--- src/rtl/ram_rr_arbiter.sv ---
// Round-robin arbiter sharing one RAM port among NREQ cache requesters.
// The grant is held for a whole RAM transaction; a watchdog forces release on a stuck RAM.
module ram_rr_arbiter #(
  parameter int NREQ    = 4,
  parameter int TIMEOUT = 64,
  localparam int IW     = (NREQ > 1) ? $clog2(NREQ) : 1
) (
  input  logic                 CLK,
  input  logic                 nRST,
  input  logic [NREQ-1:0]      req_ren,
  input  logic [NREQ-1:0]      req_wen,
  input  logic [NREQ*32-1:0]   req_addr,
  input  logic [NREQ*32-1:0]   req_store,
  output logic [NREQ-1:0]      req_wait,
  output logic [NREQ-1:0]      req_err,
  output logic                 ramREN,
  output logic                 ramWEN,
  output logic [31:0]          ramaddr,
  output logic [31:0]          ramstore,
  input  logic [1:0]           ramstate,
  output logic [IW-1:0]        gnt_idx
);

  localparam logic [1:0] RAM_ACCESS = 2'd2;
  localparam logic [1:0] RAM_ERROR  = 2'd3;

  typedef enum logic {IDLE, GRANT} state_t;

  state_t          state, state_n;
  logic [IW-1:0]   gnt, gnt_n;
  logic [IW-1:0]   last, last_n;
  logic [IW-1:0]   gidx_n;
  logic [7:0]      wdog, wdog_n;

  logic [NREQ-1:0] req;
  logic [IW-1:0]   pick;
  logic            pick_found;
  logic            sel_ren, sel_wen;
  logic [31:0]     sel_addr, sel_store;

  assign req = req_ren | req_wen;

  // First requester in rotating order starting just after the last completed one.
  always_comb begin
    pick       = '0;
    pick_found = 1'b0;
    for (int k = 1; k <= NREQ; k++) begin
      logic [IW-1:0] cand;
      cand = IW'((int'(last) + k) % NREQ);
      if (!pick_found && req[cand]) begin
        pick       = cand;
        pick_found = 1'b1;
      end
    end
  end

  always_comb begin
    sel_ren   = 1'b0;
    sel_wen   = 1'b0;
    sel_addr  = '0;
    sel_store = '0;
    for (int i = 0; i < NREQ; i++) begin
      if (gnt == IW'(i)) begin
        sel_ren   = req_ren[i];
        sel_wen   = req_wen[i];
        sel_addr  = req_addr[i*32 +: 32];
        sel_store = req_store[i*32 +: 32];
      end
    end
  end

  always_ff @(posedge CLK) begin
    if (!nRST) begin
      state   <= IDLE;
      gnt     <= '0;
      last    <= IW'(NREQ - 1);
      wdog    <= '0;
      gnt_idx <= '0;
    end else begin
      state   <= state_n;
      gnt     <= gnt_n;
      last    <= last_n;
      wdog    <= wdog_n;
      gnt_idx <= gidx_n;
    end
  end

  always_comb begin
    state_n  = state;
    gnt_n    = gnt;
    last_n   = last;
    wdog_n   = wdog;
    gidx_n   = gnt_idx;
    req_wait = '1;
    req_err  = '0;
    ramREN   = 1'b0;
    ramWEN   = 1'b0;
    ramaddr  = '0;
    ramstore = '0;
    case (state)
      IDLE: begin
        if (pick_found) begin
          state_n = GRANT;
          gnt_n   = pick;
          gidx_n  = pick;
          wdog_n  = '0;
        end
      end
      GRANT: begin
        ramWEN   = sel_wen;
        ramREN   = sel_ren & ~sel_wen;
        ramaddr  = sel_addr;
        ramstore = sel_wen ? sel_store : 32'h0;
        // A dropped request abandons the transaction silently; priority is not rotated.
        if (!(sel_ren | sel_wen)) begin
          state_n = IDLE;
          gidx_n  = last;
        end else if (ramstate == RAM_ACCESS) begin
          req_wait[gnt] = 1'b0;
          last_n        = gnt;
          state_n       = IDLE;
        end else if (ramstate == RAM_ERROR || wdog == 8'(TIMEOUT - 1)) begin
          req_wait[gnt] = 1'b0;
          req_err[gnt]  = 1'b1;
          last_n        = gnt;
          state_n       = IDLE;
        end else if (wdog != 8'hFF) begin
          wdog_n = wdog + 8'd1;
        end
      end
      default: state_n = IDLE;
    endcase
  end

endmodule
--- config.mk ---
export PLATFORM = sky130hd
export DESIGN_NAME = ram_rr_arbiter
export DESIGN_NICKNAME = d
export VERILOG_FILES = /design/src/rtl/ram_rr_arbiter.sv
export SDC_FILE = /design/constraint.sdc
export NUM_CORES = 1
export LEC_CHECK = 0
export CORE_AREA = 2 2 133 135
export DETAILED_ROUTE_END_ITERATION = 10
export DIE_AREA = 0 0 135 137
export PLACE_DENSITY_LB_ADDON = 0.15
export SETUP_SLACK_MARGIN = 0.5
export SYNTH_ARGS = -nofsm -noshare
export SYNTH_HDL_FRONTEND = slang
export SYNTH_SLANG_ARGS = --single-unit
--- constraint.sdc ---
create_clock -name CLK -period 2.46 [get_ports CLK]
set_clock_uncertainty 0.2 [all_clocks]
set_input_delay 0.492 -clock CLK [delete_from_list [all_inputs] [get_ports CLK]]
set_output_delay 0.492 -clock CLK [all_outputs]
set_load 0.01 [all_outputs]
==> impl_metrics.csv, run 1 <==
group,metric,value,unit
logic_synthesis,ys_async_sr_fraction,0,%
placed_design,io_buffers,343,
logic_synthesis,ys_types,45,
pwr,seqPwrFrac,11.1,%
floorplanning,initial_core_util,17.23,%
floorplanning,dieArea,0.01850,mm2
clocking,cts_tree,"built",
critical_path,start_kind,"flop",
critical_path,path_delay_family,"multiplexers",
clocking,numCtsBuffers,3,
routing,vias,4463,
critical_path,cp.arrival,2060,ps
routing,ant_nets,0,
critical_path,regToRegStartpoint,"gnt[0]",
logic_synthesis,synth_fa_ha_area_share,0.4257,%
critical_path,cp.required,1770,ps
critical_path,slowest_delay,560,ps
clocking,clock_latency,250,ps
logic_synthesis,synth_warnings,0,
min_path,hold_start,"gnt_idx[0]",
critical_path,crit_slowest_cell,"mux4_2",
floorplanning,ios,344,
logic_synthesis,synth_seq_cells,15,
pwr,sw_frac_of_total,29.80,%
timing,worst_pin_slew,585.7,ps
critical_path,cp_common_cell,"buf_12",
final_layout,nets,968,
global_routing,grt_max_degree,73,
critical_path,r2r_cells,11,
timing,relSlewSlack,60.95,%
global_routing,grt_use_total,20.61,%
timing,final_max_slew_viol_count,0,
logic_synthesis,synth_seq_area_share,10.22,%
timing,max_freq,0.3627,GHz
global_routing,grt_first_pass_wirelength,28.53,mm
clocking,cts_root_buf,"clkbuf_16",
logic_synthesis,netlist_area,0.002939,mm2
pwr,total_power,2.444,mW
min_path,min_to,"gnt_idx[0]",
logic_synthesis,syn-num-nets,544,
logic_synthesis,synthSimpleGateAreaFrac,22.78,%
placed_design,dp_hpwl,15.67,mm
routing,drt_wl_total,20.68,mm
pwr,power_density,292.3,mW/mm2
logic_synthesis,synth_compound_area_share,9.877,%
global_routing,grt-ovfl-total,0,
critical_path,crit_type,"flop to output pin",
timing,setup_slack,-297.0,ps
timing,hold_violations,0,
job,maxCapViolations,0,
clocking,cts_htree_levels,1,
clocking,cts_max_path_buffers,2,
logic_synthesis,synth.avg_cell_area,10.69,um2
logic_synthesis,synth_top_family_by_area,"multiplexers",
pwr,vdd_drop_max,277.3,uV
final_layout,nFillCells,1580,
logic_synthesis,synth-xor-area-share,0.2980,%
routing,dr.pass1.iters,7,
logic_synthesis,synth-edff-count,0,
timing,setup_viol,76,
critical_path,path_max_fanout,4,
clocking,clkTransAtPathRegs,50,ps
routing,drcViolationCount,0,
critical_path,r2r_slack,-50,ps
timing,fin_crit_sh,112.1,%
clocking,clkSinkCount,15,
routing,wl_per_cell,22.24,um
placed_design,gp_congestion,0.9884,
pwr,combPwrFrac,75.7,%
critical_path,crit_chain,"buf_12, mux4_2, buf_12, o21a_4, nand2b_4, buf_6, nor4_4, buf_2",
critical_path,crit_path_end_kind,"output pin",
global_routing,grt_pass1_vias,4587,
timing,rsz0062_at_grt,"true",
final_layout,fin_util,49.02,%
run_status,violations,"negative setup slack",
pwr,p_leak,3.217,nW
critical_path,path_buf_inv,4,
floorplanning,num_rows,48,
global_routing,antenna_found_initial,6,
logic_synthesis,ys.flop_type,"dfxtp_1",
routing,vias_per_cell,4.799,
final_layout,areaGrowthSynthToFinish,184.5,%
logic_synthesis,muxShareOfSynthArea,50.92,%
final_layout,layout_common_cells,"clkdlybuf4s50_1, buf_6, mux4_2",
pwr,power.switching,728.4,uW
floorplanning,coreArea,0.01706,mm2
min_path,whs_path_depth,2,
final_layout,layout-drive-gt1-share,50.29,%
floorplanning,dieWidth,135,um
floorplanning,die_h,137,um
final_layout,final_common_cell,"clkdlybuf4s50_1",
min_path,hold_class,"flop to flop",
pwr,clock_power_share,13.2,%
timing,finalCriticalPeriod,2757,ps
routing,drt_iter0_markers,147,
critical_path,cp.depth,8,
pwr,p_int,1.716,mW
logic_synthesis,syn_inst,275,
critical_path,r2r-end,"wdog[3]",
run_status,status,"finished, violations left",
## power by group through the flow
stage                     sequential [mW]  clock, mW  combinational, mW
after global placement              0.277          0               1.36
after CTS                           0.276      0.327               1.66
final                               0.271      0.322               1.85
after floorplan                     0.268          0              0.626
after detailed placement            0.277          0               1.37
after global routing                0.273      0.339               1.95
## worst max-delay path by stage
stage | from | endpoint | slack (ps)
detailed placement | req_ren[3] | req_err[0] | -730
global route | gnt[0] | req_err[0] | -350
finish | gnt[0] | req_err[0] | -300
global placement | req_wen[1] | req_err[0] | -720
floorplan | req_wen[3] | req_wait[3] | 220
CTS | gnt[0] | req_err[0] | -360
## cell usage after synthesis, types with 2 or more instances
library cell  number  area, um2
o21ai_0            6      30.03
mux4_2            66       1486
nor2_1             7      26.28
nand4_1            2      12.51
buf_2              6      30.03
clkbuf_1          15      56.30
buf_4              2      15.01
and2_1            33      206.5
dfxtp_1           15      300.3
or2_2              3      18.77
nand3_1            8      40.04
or3_1              3      18.77
nor3_1             2      10.01
or4_1              6      45.04
nor4_1             4      25.02
and3_1            34      212.7
a21oi_1           13      65.06
inv_1              7      26.28
o31ai_1            5      37.54
o211ai_1           2      15.01
buf_1              6      22.52
nand2_1            7      26.28
## flip-flops by register name, summed over array words and instances, names as in the netlist
name	flops
wdog	8
gnt_idx	2
last	2
state	1
gnt	2
## metal layers
layer | vias up | wire [um] | global-route usage [%]
li1 | 2001 | - | -
met1 | 2250 | 7643 | 23.55
met2 | 186 | 11230 | 37.85
met3 | 26 | 1400 | 4.593
met4 | 0 | 411 | 7.060
met5 | - | 0 | 0
## worst register-to-register path, stage by stage, from the launching register on
cell,delay (ps)
dfxtp_4,360
buf_12,120
buf_4,140
buf_4,130
mux4_2,270
buf_6,120
o21ai_4,70
buf_6,140
buf_6,120
buf_8,140
or4_4,510
a21oi_2,150
## per-stage QoR
step	hold WS (ps)	instances	setup TNS, ps	cell area (um2)	setup slack (ps)
3_5_place_dp	275.3	853	-36550	7002	-728.7
4_1_cts	298.1	903	-14350	7774	-359.3
5_1_grt	331.1	929	-17020	8359	-352.3
3_3_place_gp	279.6	853	-34420	7002	-720.8
6_report	289.5	930	-13440	8362	-297.0
2_1_floorplan	260.6	275	0	3137	219.6
## what timing repair did
item,4_1_cts,5_1_grt
endpoints found under the setup margin,89,88
hold buffers,0,0
resized for setup,433,94
gates cloned,7,1
setup buffers,39,19
pin swaps,31,10
## kinds of logic (layout without fill, tap and decap cells)
logic type / count (synthesis) / in the layout
compound gates: 42 / 42
xor+xnor: 1 / 1
fa+ha+maj: 1 / 1
buf+inv: 37 / 460
flops: 15 / 15
mux: 67 / 67
other cells: 0 / 7
simple gates: 112 / 112
## layout make-up
type,count,area (um2),share of cell area [%]
Timing Repair Buffer,449,4708,56.31
Multi-Input combinational cell,223,2940,35.16
Clock buffer,4,78.83,0.9427
Sequential cell,15,309.0,3.696
Antenna cell,7,17.52,0.2095
Tap cell,225,281.5,3.367
Inverter,7,26.28,0.3142
(Power assumes the default switching activity.)
==> run 2, diff against run 1 <==
--- a/config.mk
+++ b/config.mk
@@ -10,6 +10,7 @@
 export DIE_AREA = 0 0 135 137
 export PLACE_DENSITY_LB_ADDON = 0.15
 export SETUP_SLACK_MARGIN = 0.5
+export SLEW_MARGIN = 40
 export SYNTH_ARGS = -nofsm -noshare
 export SYNTH_HDL_FRONTEND = slang
 export SYNTH_SLANG_ARGS = --single-unit
==> results of run 2 <==
No change in the layout: final DEF, timing and power equal those of run 1.
==> run 3, diff against run 2 <==
--- a/config.mk
+++ b/config.mk
@@ -6,6 +6,7 @@
 export NUM_CORES = 1
 export LEC_CHECK = 0
 export CORE_AREA = 2 2 133 135
+export CTS_CLUSTER_SIZE = 24
 export DETAILED_ROUTE_END_ITERATION = 10
 export DIE_AREA = 0 0 135 137
 export PLACE_DENSITY_LB_ADDON = 0.15
==> constraint.sdc (replaced) <==
create_clock -name CLK -period 2.4 [get_ports CLK]
set_clock_uncertainty 0.2 [all_clocks]
set_input_delay 0.48 -clock CLK [delete_from_list [all_inputs] [get_ports CLK]]
set_output_delay 0.48 -clock CLK [all_outputs]
set_load 0.01 [all_outputs]
==> impl_metrics.csv, run 3 (synthesized netlist as in run 1, its figures left out) <==
group,metric,value,unit
final_layout,final_common_cell,"clkdlybuf4s50_1",
routing,drcViolationCount,0,
global_routing,grt-ovfl-total,0,
timing,finalCriticalPeriod,2683,ps
final_layout,largest_reg_flops,8,
global_routing,grt_pass1_vias,4495,
clocking,clkSinkCount,15,
final_layout,areaGrowthSynthToFinish,176.5,%
floorplanning,num_rows,48,
clocking,cts_root_buf,"clkbuf_16",
final_layout,regMostFlops,"wdog",
timing,hold_violations,0,
clocking,cts_htree_levels,1,
final_layout,layout-drive-gt1-share,46.27,%
routing,ant_nets,0,
placed_design,gp_congestion,0.8521,
placed_design,placed_cell_area,0.007088,mm2
routing,vias,4297,
critical_path,cp.required,1720,ps
timing,setup_viol,76,
timing,finalSetupTns,-12660,ps
floorplanning,dieWidth,135,um
critical_path,start_kind,"input port",
pwr,p_leak,3.115,nW
critical_path,path_buf_inv,4,
critical_path,path_delay_family,"buffers and inverters",
clocking,cts_tree,"built",
final_layout,layout_common_cells,"clkdlybuf4s50_1, mux4_2, buf_6",
timing,worst_pin_slew,639.6,ps
routing,drt_wl_total,20.91,mm
clocking,holdBufCountCts,0,
routing,vias_per_cell,4.717,
job,maxCapViolations,0,
routing,dr.pass1.iters,4,
clocking,clock_latency,250,ps
run_status,status,"finished, violations left",
floorplanning,ios,344,
placed_design,io_buffers,343,
critical_path,crit_path_end_kind,"output pin",
clocking,clkTransAtPathRegs,50,ps
timing,fin_crit_sh,111.8,%
global_routing,grt_first_pass_wirelength,28.92,mm
pwr,vdd_drop_max,192.1,uV
routing,wl_per_cell,22.95,um
timing,relSlewSlack,56.91,%
timing,setup_slack,-283.2,ps
global_routing,grt_use_total,20.87,%
floorplanning,die_h,137,um
routing,drt_iter0_markers,136,
critical_path,crit_type,"input port to output pin",
global_routing,grt_max_degree,33,
timing,max_freq,0.3727,GHz
critical_path,cp.arrival,2000,ps
final_layout,nets,953,
placed_design,preCtsSetupSlack,-754.9,ps
run_status,violations,"negative setup slack",
critical_path,path_max_fanout,5,
critical_path,crit_slowest_cell,"mux4_2",
timing,final_max_slew_viol_count,0,
clocking,numCtsBuffers,3,
pwr,power_density,298.8,mW/mm2
critical_path,slowest_delay,550,ps
critical_path,crit_chain,"dlygate4sd2_1, mux4_2, buf_4, buf_12, and3_1, clkdlybuf4s15_2",
floorplanning,coreArea,0.01706,mm2
min_path,hold_class,"flop to flop",
floorplanning,initial_core_util,17.23,%
global_routing,antenna_found_initial,5,
placed_design,dp_hpwl,16.53,mm
clocking,cts_max_path_buffers,2,
final_layout,final_cell_area,0.008125,mm2
floorplanning,dieArea,0.01850,mm2
timing,rsz0062_at_grt,"true",
==> run 3: cell count changes in the layout (fill, tap and decap cells not counted), moves of 2 or more <==
cell	delta
and3_1	+8
and3_4	-8
buf_12	-4
buf_2	-8
buf_6	-18
buf_8	-4
clkdlybuf4s15_2	+6
clkdlybuf4s50_1	+16
diode_2	-4
o31ai_1	+2
o31ai_4	-2
==> run 3: area by class of cell <==
class	instances	area, um2
timing repair buffer	434	4539
inverter	7	30.03
sequential	15	309.0
tap	225	281.5
antenna	3	7.507
fill	1571	8931
multi-input combinational	223	2879
clock buffer	4	78.83
==> run 3: layer usage <==
metal	global-route usage, %	routed length (um)	vias up
met1	22.91	7426	2122
met2	39.40	11430	173
met3	5.148	1422	35
li1	-	-	1963
met4	6.597	601	4
met5	0	27	-
==> run 3: worst min-delay path, cell delays in order (launching register included) <==
cell,delay [ps]
dfxtp_1,310
nand2_1,70
o32ai_2,60
==> run 3: worst paths after layout <==
kind	startpoint	end	slack [ps]	cells after the start
setup reg to reg	gnt[0]	gnt_idx[0]	-50	10
hold / removal	gnt_idx[1]	gnt_idx[1]	290	2
hold reg to reg	gnt_idx[1]	gnt_idx[1]	290	2
setup / recovery	req_wen[1]	ramstore[2]	-280	6
==> run 3: repair_timing <==
action	4_1_cts	5_1_grt
pin swaps	37	17
setup endpoints to repair	89	89
resized for setup	340	86
cloned	7	2
setup buffers	32	5
==> run 3: metrics by stage <==
| step | cells | power (mW) | util, % | hold WS (ps) |
|---|---|---|---|---|
| 3_3_place_gp | 858 | 1.719 | 41.56 | 262.4 |
| 2_1_floorplan | 275 | 0.9211 | - | 265.3 |
| 4_1_cts | 901 | 2.293 | 44.91 | 284.5 |
| 6_report | 911 | 2.427 | 47.64 | 288.7 |
| 3_5_place_dp | 858 | 1.738 | 41.56 | 278.4 |
| 5_1_grt | 911 | 2.556 | 47.64 | 313.1 |
==> run 3: report_power, final <==
part           switching [mW]  leakage (nW)  internal (mW)  total [mW]
sequential             0.0175         0.124          0.262       0.280
clock                   0.107        0.0382          0.225       0.333
combinational           0.600          2.95           1.21        1.82
